$ cat src/rtl/buf_pkg.sv
// ----------------------------------------------------------------------------
// buf_pkg
// Shared constants for the ping-pong frame buffer.
//   DATA_WIDTH_DEF : default sample width in bits
//   ADDR_WIDTH_DEF : default log2 of the frame depth (samples per bank)
//   OVR_WIDTH_DEF  : default width of the dropped-frame counter
//   NUM_BANKS      : number of frame banks (ping and pong)
// ----------------------------------------------------------------------------
package buf_pkg;

   localparam int DATA_WIDTH_DEF = 16;
   localparam int ADDR_WIDTH_DEF = 3;
   localparam int OVR_WIDTH_DEF  = 8;
   localparam int NUM_BANKS      = 2;

endpackage : buf_pkg

$ cat src/rtl/ram_bank.sv
// ----------------------------------------------------------------------------
// ram_bank
// One frame bank: simple dual-port memory with one write port and one
// registered read port. Contents are not reset; the owner gates visibility.
// Ports:
//   clk : clock
//   we  : write enable
//   wa  : write address
//   wd  : write data
//   re  : read enable (read register holds its value when low)
//   ra  : read address
//   rd  : registered read data (1-cycle latency)
// ----------------------------------------------------------------------------
module ram_bank
   import buf_pkg::*;
#(
   parameter int DW = DATA_WIDTH_DEF,
   parameter int AW = ADDR_WIDTH_DEF
) (
   input  logic          clk,
   input  logic          we,
   input  logic [AW-1:0] wa,
   input  logic [DW-1:0] wd,
   input  logic          re,
   input  logic [AW-1:0] ra,
   output logic [DW-1:0] rd
);

   logic [DW-1:0] mem [2**AW];

   always_ff @(posedge clk) begin
      if (we) begin
         mem[wa] <= wd;
      end
   end

   always_ff @(posedge clk) begin
      if (re) begin
         rd <= mem[ra];
      end
   end

endmodule : ram_bank

$ cat src/rtl/pingpong_frame_buf.sv
// ----------------------------------------------------------------------------
// pingpong_frame_buf
// Double-buffered frame store. The writer fills the write bank one sample per
// cycle; a completed frame is handed to the reader by swapping banks, or is
// dropped (and counted) when the reader still holds the previous frame.
// Ports:
//   CLK     : clock, rising edge
//   RST     : asynchronous active-high reset
//   WRITE   : write strobe, one sample per cycle
//   Di      : write data
//   READ    : read enable
//   A       : read address within the read bank
//   RELEASE : one-cycle pulse, reader returns the read bank
//   Do      : read data, 1-cycle latency, zero when no valid read
//   FULL    : one-cycle pulse on each bank swap
//   READY   : a completed frame is held in the read bank
//   OVERRUN : one-cycle pulse when a completed frame is dropped
//   OVR_CNT : saturating count of dropped frames
// ----------------------------------------------------------------------------
module pingpong_frame_buf
   import buf_pkg::*;
#(
   parameter int DATA_WIDTH = DATA_WIDTH_DEF,
   parameter int ADDR_WIDTH = ADDR_WIDTH_DEF,
   parameter int OVR_WIDTH  = OVR_WIDTH_DEF
) (
   input  logic                  CLK,
   input  logic                  RST,
   input  logic                  WRITE,
   input  logic [DATA_WIDTH-1:0] Di,
   input  logic                  READ,
   input  logic [ADDR_WIDTH-1:0] A,
   input  logic                  RELEASE,
   output logic [DATA_WIDTH-1:0] Do,
   output logic                  FULL,
   output logic                  READY,
   output logic                  OVERRUN,
   output logic [OVR_WIDTH-1:0]  OVR_CNT
);

   localparam logic [ADDR_WIDTH-1:0] LAST_ADDR = '1;
   localparam logic [OVR_WIDTH-1:0]  CNT_MAX   = '1;

   logic                  wb_reg,       wb_next;
   logic [ADDR_WIDTH-1:0] wr_addr_reg,  wr_addr_next;
   logic                  ready_reg,    ready_next;
   logic                  full_reg,     full_next;
   logic                  overrun_reg,  overrun_next;
   logic [OVR_WIDTH-1:0]  ovr_cnt_reg,  ovr_cnt_next;
   logic                  rd_valid_reg, rd_valid_next;
   logic                  rd_sel_reg;

   logic complete;
   logic swap;
   logic drop;

   logic [DATA_WIDTH-1:0] bank_q [NUM_BANKS];

   // Writes only ever target bank wb; the read port of the other bank is the
   // only one enabled, so the held frame cannot be disturbed.
   generate
      for (genvar gi = 0; gi < NUM_BANKS; gi++) begin : g_bank
         ram_bank #(
            .DW (DATA_WIDTH),
            .AW (ADDR_WIDTH)
         ) u_bank (
            .clk (CLK),
            .we  (WRITE && (wb_reg == 1'(gi))),
            .wa  (wr_addr_reg),
            .wd  (Di),
            .re  (READ && ready_reg && (wb_reg != 1'(gi))),
            .ra  (A),
            .rd  (bank_q[gi])
         );
      end
   endgenerate

   always_comb begin
      complete      = WRITE && (wr_addr_reg == LAST_ADDR);
      swap          = complete && (!ready_reg || RELEASE);
      drop          = complete && ready_reg && !RELEASE;

      wb_next       = wb_reg ^ swap;
      // Address wraps naturally, so a dropped frame refills from address 0.
      wr_addr_next  = WRITE ? wr_addr_reg + 1'b1 : wr_addr_reg;
      full_next     = swap;
      overrun_next  = drop;
      rd_valid_next = READ && ready_reg;

      ready_next    = ready_reg;
      if (swap) begin
         ready_next = 1'b1;
      end else if (RELEASE && !complete) begin
         ready_next = 1'b0;
      end

      ovr_cnt_next  = ovr_cnt_reg;
      if (drop && (ovr_cnt_reg != CNT_MAX)) begin
         ovr_cnt_next = ovr_cnt_reg + 1'b1;
      end
   end

   always_ff @(posedge CLK or posedge RST) begin
      if (RST) begin
         wb_reg       <= 1'b0;
         wr_addr_reg  <= '0;
         ready_reg    <= 1'b0;
         full_reg     <= 1'b0;
         overrun_reg  <= 1'b0;
         ovr_cnt_reg  <= '0;
         rd_valid_reg <= 1'b0;
         rd_sel_reg   <= 1'b0;
      end else begin
         wb_reg       <= wb_next;
         wr_addr_reg  <= wr_addr_next;
         ready_reg    <= ready_next;
         full_reg     <= full_next;
         overrun_reg  <= overrun_next;
         ovr_cnt_reg  <= ovr_cnt_next;
         rd_valid_reg <= rd_valid_next;
         // Captured with the pre-swap pointer so a read in the swap cycle
         // still returns the old frame.
         rd_sel_reg   <= ~wb_reg;
      end
   end

   // The RAM read register has no reset; the validity flag does, which keeps
   // Do at zero immediately on reset and whenever no valid read occurred.
   assign Do      = rd_valid_reg ? bank_q[rd_sel_reg] : '0;
   assign FULL    = full_reg;
   assign READY   = ready_reg;
   assign OVERRUN = overrun_reg;
   assign OVR_CNT = ovr_cnt_reg;

endmodule : pingpong_frame_buf

$ cat config.mk
export PLATFORM = sky130hd
export DESIGN_NAME = pingpong_frame_buf
export DESIGN_NICKNAME = d
export VERILOG_FILES = /design/src/rtl/buf_pkg.sv /design/src/rtl/ram_bank.sv /design/src/rtl/pingpong_frame_buf.sv
export SDC_FILE = /design/constraint.sdc
export NUM_CORES = 1
export LEC_CHECK = 0
export ABC_AREA = 1
export CAP_MARGIN = 10
export CELL_PAD_IN_SITES_DETAIL_PLACEMENT = 1
export CELL_PAD_IN_SITES_GLOBAL_PLACEMENT = 2
export CORE_MARGIN = 5
export CORE_UTILIZATION = 40
export DETAILED_ROUTE_END_ITERATION = 8
export PLACE_DENSITY = 0.8
export SYNTH_ARGS = -nofsm -noshare
export SYNTH_HDL_FRONTEND = slang
export SYNTH_HIERARCHICAL = 1
export SYNTH_SLANG_ARGS = --single-unit
$ cat constraint.sdc
create_clock -name CLK -period 1.92 [get_ports CLK]
set_input_delay 0.288 -clock CLK [delete_from_list [all_inputs] [get_ports CLK]]
set_output_delay 0.288 -clock CLK [all_outputs]
set_load 0.05 [all_outputs]
# Word level (Yosys, flattened, before mapping)
# Memory sizes are Yosys's and may differ from the RTL's. A register that Yosys moved wholly into a read port is not among the register bits.
# Index checks and enable logic that the tools add are counted.
# Widths: inputs -> output; s select.
# word_totals
latchBits	0
memories	2
wordCells	44
ff_bits	17
romBits	0
out_inout_bits	27
input_bits	24
ram_bits	256
# classes
n_reduce_logical	16
mux	10
n_eq_ne	2
mul	0
n_div	0
bitwise	3
shift	0
add_sub_neg	2
order_cmp	1
# memory_table
memory	depth	word_bits	rd	rd_ports_with_merged_regs	write_ports	line_no	text
g_bank[0].u_bank.mem	8	16	1	1	1	ram_bank.sv:29	logic [DW-1:0] mem [2**AW];
g_bank[1].u_bank.mem	8	16	1	1	1	ram_bank.sv:29	
# ops
op	n
$mux 16	4
$logic_and 1x1->1	11
$add 8x1->8 const B	1
$ne 8x8->1 const B	1
$mux 1	6
$add 3x1->3 const B	1
$eq 3x3->1 const B	1
$logic_not 1->1	3
$ge 2x2->1 const B	1
$not 1->2	1
$reduce_bool 2->1	1
$logic_or 1x1->1	1
$not 1->1	1
$xor 1x1->1	1

# Logic depth before layout (Yosys ltp)
# Gate-level depths: netlist of the first run.
# depth
depth_word	6
depth_mapped	8
mapped_depth_nobuf	8

# Cells and area by module
# The synthesis of the first run kept the hierarchy.
# modules_own_cells
mod	area_each_um2	cells_per_inst	instances
ram_bank	6149.6	587	2
pingpong_frame_buf	1063.5	155	1

# Worst setup path before layout of the first run
# Ideal clock, no wire load.
# synth_path
path_kind	register to register
start	register ready_reg, in the netlist READY
end	register g_bank[0].u_bank.rd[0], read port of g_bank[0].u_bank.mem (enable)
path_slack_ns	0.030
setup_time_ns	0.388
path_stages_with_launch	3
arrival_time_ns	1.502
t_required_ns	1.532
synth_period_minus_slack_ns	1.890
path_buffers	0
path_cell_list	dfrtp_1 > nand2_1 > nor2_1
# synth_via
elab_chain_cells	2
# synth_rtl
element	line_no	text
start: declaration	pingpong_frame_buf.sv:46	logic ready_reg, ready_next;
start signal: assignment	pingpong_frame_buf.sv:116	ready_reg <= ready_next;
$logic_and 1x1->1 (2 in series)	pingpong_frame_buf.sv:71	.re (READ && ready_reg && (wb_reg != 1'(gi))),
end: declaration	ram_bank.sv:26	output logic [DW-1:0] rd
# No other way between the ends.
# A chain may end at the register's enable or synchronous reset.

# Worst setup path in the final report of the first run
# layout_path
start	register rd_sel_reg
end	output port Do[5]
# layout_via
elab_chain_cells	5
# layout_rtl
element	line_no	text
start: declaration	pingpong_frame_buf.sv:51	logic rd_sel_reg;
start signal: assignment	pingpong_frame_buf.sv:123	rd_sel_reg <= ~wb_reg;
$not 1->2 (implied by the code)	pingpong_frame_buf.sv:129	assign Do = rd_valid_reg ? bank_q[rd_sel_reg] : '0;
$mux 16 (implied by the code) (3 in series)	pingpong_frame_buf.sv:129	
$mux 16	pingpong_frame_buf.sv:129	
end: declaration	pingpong_frame_buf.sv:34	output logic [DATA_WIDTH-1:0] Do,
# No other way between the ends. The select of a mux whose other input is x is not followed.

==> results of run 1 <==
[final timing paths]
path                                 from                     end  slack [ps]  cells past startpoint
min                                   RST                   READY         110                      3
max in group asynchronous             RST              rd_sel_reg        1600                      3
min in group CLK                     A[2]  g_bank[1].u_bank/rd[7]         330                      3
min reg2reg                        wb_reg              rd_sel_reg         540                      1
max reg2reg                wr_addr_reg[1]              OVR_CNT[7]         310                      8
max                            rd_sel_reg                   Do[5]           6                      4
[timing repair]
action / in CTS / in global routing
hold buffers: 0 / 0
endpoints found under the setup margin: 15 / 16
gates resized for setup: 17 / 28
pin swaps: 0 / 9
cloned: 0 / 1
[power by group]
| part | switching (mW) | internal, mW |
|---|---|---|
| clock | 2.61 | 3.65 |
| sequential | 0.277 | 7.97 |
| combinational | 1.74 | 0.883 |
| total | 4.63 | 12.5 |
[metal layers]
metal / track usage, % / routed length (um) / part of all wire, % / vias to the layer above
li1: - / - / - / 4336
met1: 26.0 / 16000 / 44 / 4477
met2: 34.7 / 18000 / 50 / 184
met3: 3.02 / 1530 / 4.2 / 42
met4: 4.22 / 646 / 1.8 / 0
met5: 0 / 0 / 0 / -
[logic make-up after synthesis]
kind of cell,synth area share [%]
DFF,67.9
and+or+nand+nor,20.2
xor gates and xnor gates,0.328
AOI/OAI and AO/OA,0.674
adders and majority gates,0.281
buffers and inverters,10.6
[through the flow]
| stage | TNS (ps) | cells | total power, mW | util (%) | setup WS (ps) |
|---|---|---|---|---|---|
| after floorplan | 0 | 1329 | 9.59 | - | 29.6 |
| after global placement | 0 | 1840 | 10.7 | 44.7 | 34.3 |
| after detailed placement | 0 | 1840 | 10.8 | 44.7 | 0.508 |
| after CTS | -9.20 | 1900 | 17.2 | 48.0 | -8.75 |
| after global routing | -193 | 1901 | 17.9 | 48.2 | -40.1 |
| final | 0 | 1901 | 17.1 | 48.2 | 6.47 |
[critical path: cells and delay by family (launching register included)]
kind | cells | cell delay [ps]
buffers and inverters | 2 | 340
and+or+nand+nor | 1 | 200
DFF | 1 | 420
AOI/OAI and AO/OA | 1 | 130
[layout by cell type, fill, tap and decap left out, drive strengths merged]
cell type,n
clkinv,13
edfxtp,288
ha,3
bufinv,1
xnor2,2
clkbuf,44
dlygate4sd2,4
nand2,475
inv,284
o21ai,18
nor2,58
buf,89
nand3,132
clkinvlp,2
xor2,3
dfrtp,17
clkdlybuf4s50,20
[final cells by class]
cell class / instances / area [um2] / area share [%]
Tap cell: 448 / 561 / 3.49
Multi-Input combinational cell: 691 / 2970 / 18.5
Inverter: 283 / 1070 / 6.67
Sequential cell: 305 / 9080 / 56.6
Clock inverter: 17 / 120 / 0.749
Clock buffer: 43 / 948 / 5.91
Timing Repair Buffer: 114 / 1300 / 8.11
==> impl_metrics.py, run 1 <==
metrics = {
    "layout": {
        "largest_register_ffs": 256,
        "diodes": 0,
        "top_register": "g_bank.u_bank/mem",
        "area_growth_pct": 20.1,
        "nNetsFinal": 1457,
        "fill_cells": 3656,
        "stdcell_area_mm2": 0.0160,
        "drive_gt1_share_pct": 13.1,
    },
    "detailed_routing": {
        "drt-total-wl_mm": 36.1,
        "drt_iter0_drc": 529,
        "postRouteAntennaNets": 0,
        "drt_pass1_iterations": 4,
        "viasPerCell": 4.75,
        "num_vias": 9039,
        "wire_per_inst_um": 19.0,
        "route.detailed.drc": 0,
    },
    "timing": {
        "rsz0062_at_grt": "yes",
        "setup_viol": 0,
        "hold_slack_ps": 107,
        "worst_pin_slew_ps": 710,
        "hold_viol_final": 0,
        "finalMaxSlewViolations": 0,
        "period_needed_ps": 1910,
        "fmax_mhz": 523,
        "maxSlewHeadroom_pct": 52.6,
        "finalCritPeriodShare_pct": 99.7,
        "finClkSkew_ps": 9.97,
    },
    "clocking": {
        "cts_inserted_buffers": 35,
        "ctsLongestPathBuffers": 3,
        "clk_pin_slew_ps": 60,
        "clock-root-buffer": "clkbuf_16",
        "clock_sinks": 305,
        "postCtsSetupRepairBufs": 0,
        "cts_tree": "built",
        "h-tree-depth": 2,
        "insertion_delay_ps": 500,
    },
    "floorplanning": {
        "io_pins": 51,
        "fp.coreArea_mm2": 0.0333,
        "row_count": 67,
        "die_x_um": 193,
        "dieHeight_um": 193,
        "die_area_mm2": 0.0372,
        "start_util_pct": 40.2,
    },
    "placement": {
        "placed_area_mm2": 0.0149,
        "port-buffer-count": 50,
        "dp_hpwl_mm": 23.4,
        "place.gp.congestion": 0.783,
    },
    "worst_setup_path": {
        "cp-end-kind": "output pin",
        "crit_type": "register to output pin",
        "required_ps": 1630,
        "crit_fanout": 10,
        "startpoint_type": "register",
        "slowest_delay_ps": 420,
        "worstPathCellList": "buf_6 > o21ai_0 > nor2_2 > buf_12",
        "slowest_stage": "dfrtp_2",
        "critical_path_arrival_ps": 1630,
    },
    "synthesis": {
        "mappedNetlistArea_mm2": 0.0134,
        "seq_area_frac_synth_pct": 67.9,
        "ys_ff_latch": 305,
        "synthTopCellsByArea": "edfxtp_1 (65%), nand2_1 (13%), inv_1 (7.9%), nand3_1 (4.9%), dfrtp_1 (3.2%)",
        "ys_warn_count": 6,
        "synth-edff-count": 288,
        "async_reset_ff_share_pct": 5.57,
        "synth.most_common_cell": "nand2_1",
        "synth_common_cells": "nand2_1 (473), edfxtp_1 (288), inv_1 (280)",
        "yosys.area.top_type": "edfxtp_1",
        "synth_top_area_share_pct": 64.7,
        "synthDistinctLibCells": 20,
        "synth.avg_cell_area_um2": 10.1,
        "synth_cells": 1329,
        "synth_nets": 1356,
        "synth_ff_type": "edfxtp_1",
    },
    "grt": {
        "grt_pass1_wl_mm": 55.3,
        "grt_overflow": 0,
        "antenna_found_initial": 0,
        "grt_max_degree": 68,
        "grt_pass1_vias": 9594,
        "track_usage_pct": 19.8,
    },
    "pwr": {
        "p_leak_nw": 7.20,
        "ir_drop_mv": 0.610,
        "powerDensity_mw_per_mm2": 1070,
    },
    "outcome": {
        "run_status": "complete, no violations",
    },
    "min_path": {
        "hp-class": "input pin to async pin",
    },
    "flow_run": {
        "max_cap_viol_count": 0,
    },
}
No activity file was read; power rests on OpenSTA's default activity.
==> run 2, diff against run 1 <==
- CTS_CLUSTER_DIAMETER: default -> 60
==> impl_metrics.py, run 2 (same netlist as run 1, synthesis figures left out) <==
metrics = {
    "grt": {
        "antenna_found_initial": 0,
        "grt_overflow": 0,
        "grt_pass1_wl_mm": 55.3,
        "grt_pass1_vias": 9630,
        "track_usage_pct": 19.8,
        "grt_max_degree": 68,
    },
    "timing": {
        "setup_slack_ps": 30.3,
        "setup_viol": 0,
        "finalCritPeriodShare_pct": 98.4,
        "fin_setup_tns_ps": 0,
        "hold_viol_final": 0,
        "hold_slack_ps": 101,
        "worst_pin_slew_ps": 700,
        "rsz0062_at_grt": "yes",
        "finalMaxSlewViolations": 0,
        "finClkSkew_ps": 13.6,
        "fmax_mhz": 529,
        "maxSlewHeadroom_pct": 53.3,
        "period_needed_ps": 1890,
    },
    "flow_run": {
        "max_cap_viol_count": 0,
    },
    "detailed_routing": {
        "route.detailed.drc": 0,
        "wl_met2_mm": 17.7,
        "wire_per_inst_um": 18.8,
        "met1_length_mm": 15.8,
        "routed.top_layer": "met4",
        "drt_iter0_drc": 453,
        "num_vias": 9018,
        "drt_pass1_iterations": 5,
        "postRouteAntennaNets": 0,
        "drt-total-wl_mm": 35.7,
        "viasPerCell": 4.73,
        "route.met3.wl_mm": 1.60,
    },
    "worst_setup_path": {
        "crit_fanout": 10,
        "reg2reg_to": "OVR_CNT[7]",
        "startpoint_type": "register",
        "cp-end-kind": "output pin",
        "crit_type": "register to output pin",
        "cp_num_buf_inv": 2,
        "reg2reg_depth": 8,
        "slowest_stage": "dfrtp_2",
        "crit_family": "flip-flops",
        "worstPathCellList": "buf_6 > o21ai_0 > nor2_2 > buf_12",
        "critical_path_arrival_ps": 1600,
        "rr_startpoint": "wr_addr_reg[1]",
        "reg2reg_slack_ps": 300,
        "slowest_delay_ps": 440,
        "required_ps": 1630,
    },
    "min_path": {
        "hp-class": "input pin to async pin",
    },
    "floorplanning": {
        "die_x_um": 193,
        "row_count": 67,
        "die_area_mm2": 0.0372,
        "start_util_pct": 40.2,
        "dieHeight_um": 193,
        "fp.coreArea_mm2": 0.0333,
        "io_pins": 51,
    },
    "pwr": {
        "ir_drop_mv": 0.612,
        "powerDensity_mw_per_mm2": 1070,
        "power.total_mw": 17.2,
        "p_leak_nw": 7.21,
    },
    "layout": {
        "area_growth_pct": 20.2,
        "nNetsFinal": 1458,
        "diodes": 0,
        "drive_gt1_share_pct": 12.8,
        "final_cell_mix": "nand2_1 (473), edfxtp_1 (288), inv_1 (279)",
        "mostFrequentLayoutCell": "nand2_1",
        "largest_register_ffs": 256,
        "top_register": "g_bank.u_bank/mem",
    },
    "clocking": {
        "cts_tree": "built",
        "clock-root-buffer": "clkbuf_16",
        "insertion_delay_ps": 520,
        "ctsLongestPathBuffers": 3,
        "clk_pin_slew_ps": 60,
        "clock_sinks": 305,
        "h-tree-depth": 2,
        "cts_inserted_buffers": 36,
    },
    "placement": {
        "place.gp.congestion": 0.783,
        "port-buffer-count": 50,
        "dp_slack_ps": 0.508,
        "dp_hpwl_mm": 23.4,
    },
    "outcome": {
        "run_status": "complete, no violations",
    },
}
==> run 2: cell count changes in the layout (fill, tap and decap cells not counted), moves of 4 or more <==
cell and delta:
nor2_1 +5, clkinv_1 +4, nor2_2 -4, clkinv_2 -4, o21ai_1 -5, o21ai_0 +5
==> run 2: worst max path at each step <==
stage                                      end  slack [ps]  cells after the start        from
global placement    g_bank[0].u_bank/mem[5][3]          30                      6       WRITE
CTS                                     Do[13]          -1                      4  rd_sel_reg
detailed placement  g_bank[0].u_bank/mem[3][4]         0.5                      6       WRITE
floorplan               g_bank[0].u_bank/rd[0]          30                      2       READY
global route                             Do[9]         -40                      4  rd_sel_reg
finish                                  Do[13]          30                      4  rd_sel_reg
==> run 2: layout make-up <==
class                   instances  area (um2)
flip-flops and latches        305        9080
repair buffers                114        1290
multi-input cells             691        2950
inverters                     283        1060
well taps                     448         561
clock inverters                21         159
fillers                      3655       17200
clock buffers                  44         952
==> run 2: where the power goes <==
group | internal [mW] | total (mW) | leakage (nW) | switching [mW]
registers | 7.97 | 8.24 | 2.82 | 0.270
logic | 0.851 | 2.54 | 3.85 | 1.69
clock network | 3.70 | 6.40 | 0.538 | 2.69
total | 12.5 | 17.2 | 7.21 | 4.65
==> run 2: timing repair <==
item                                    in CTS  in global routing
gates resized for setup                     23                 11
hold endpoints to repair                     0                  0
hold buffers                                 0                  0
pin swaps                                    4                  7
endpoints found under the setup margin      16                 16
setup buffers                                0                  1
==> run 2: layer usage <==
layer / up-vias / GRT usage (%)
met5: - / 0
met4: 0 / 4.83
met3: 46 / 3.42
met2: 186 / 34.3
met1: 4444 / 26.0
li1: 4342 / -
==> run 2: metrics by stage <==
stage,cell area (um2),util [%],std cells
after CTS,16000,48.2,1905
after global routing,16100,48.2,1906
after detailed placement,14900,44.7,1840
final,16100,48.2,1906
after floorplan,13400,-,1329
after global placement,14900,44.7,1840
==> run 2: tightest hold or removal path: stages <==
cell and delay (ps):
clkdlybuf4s50_1 400, inv_1 60, buf_4 240
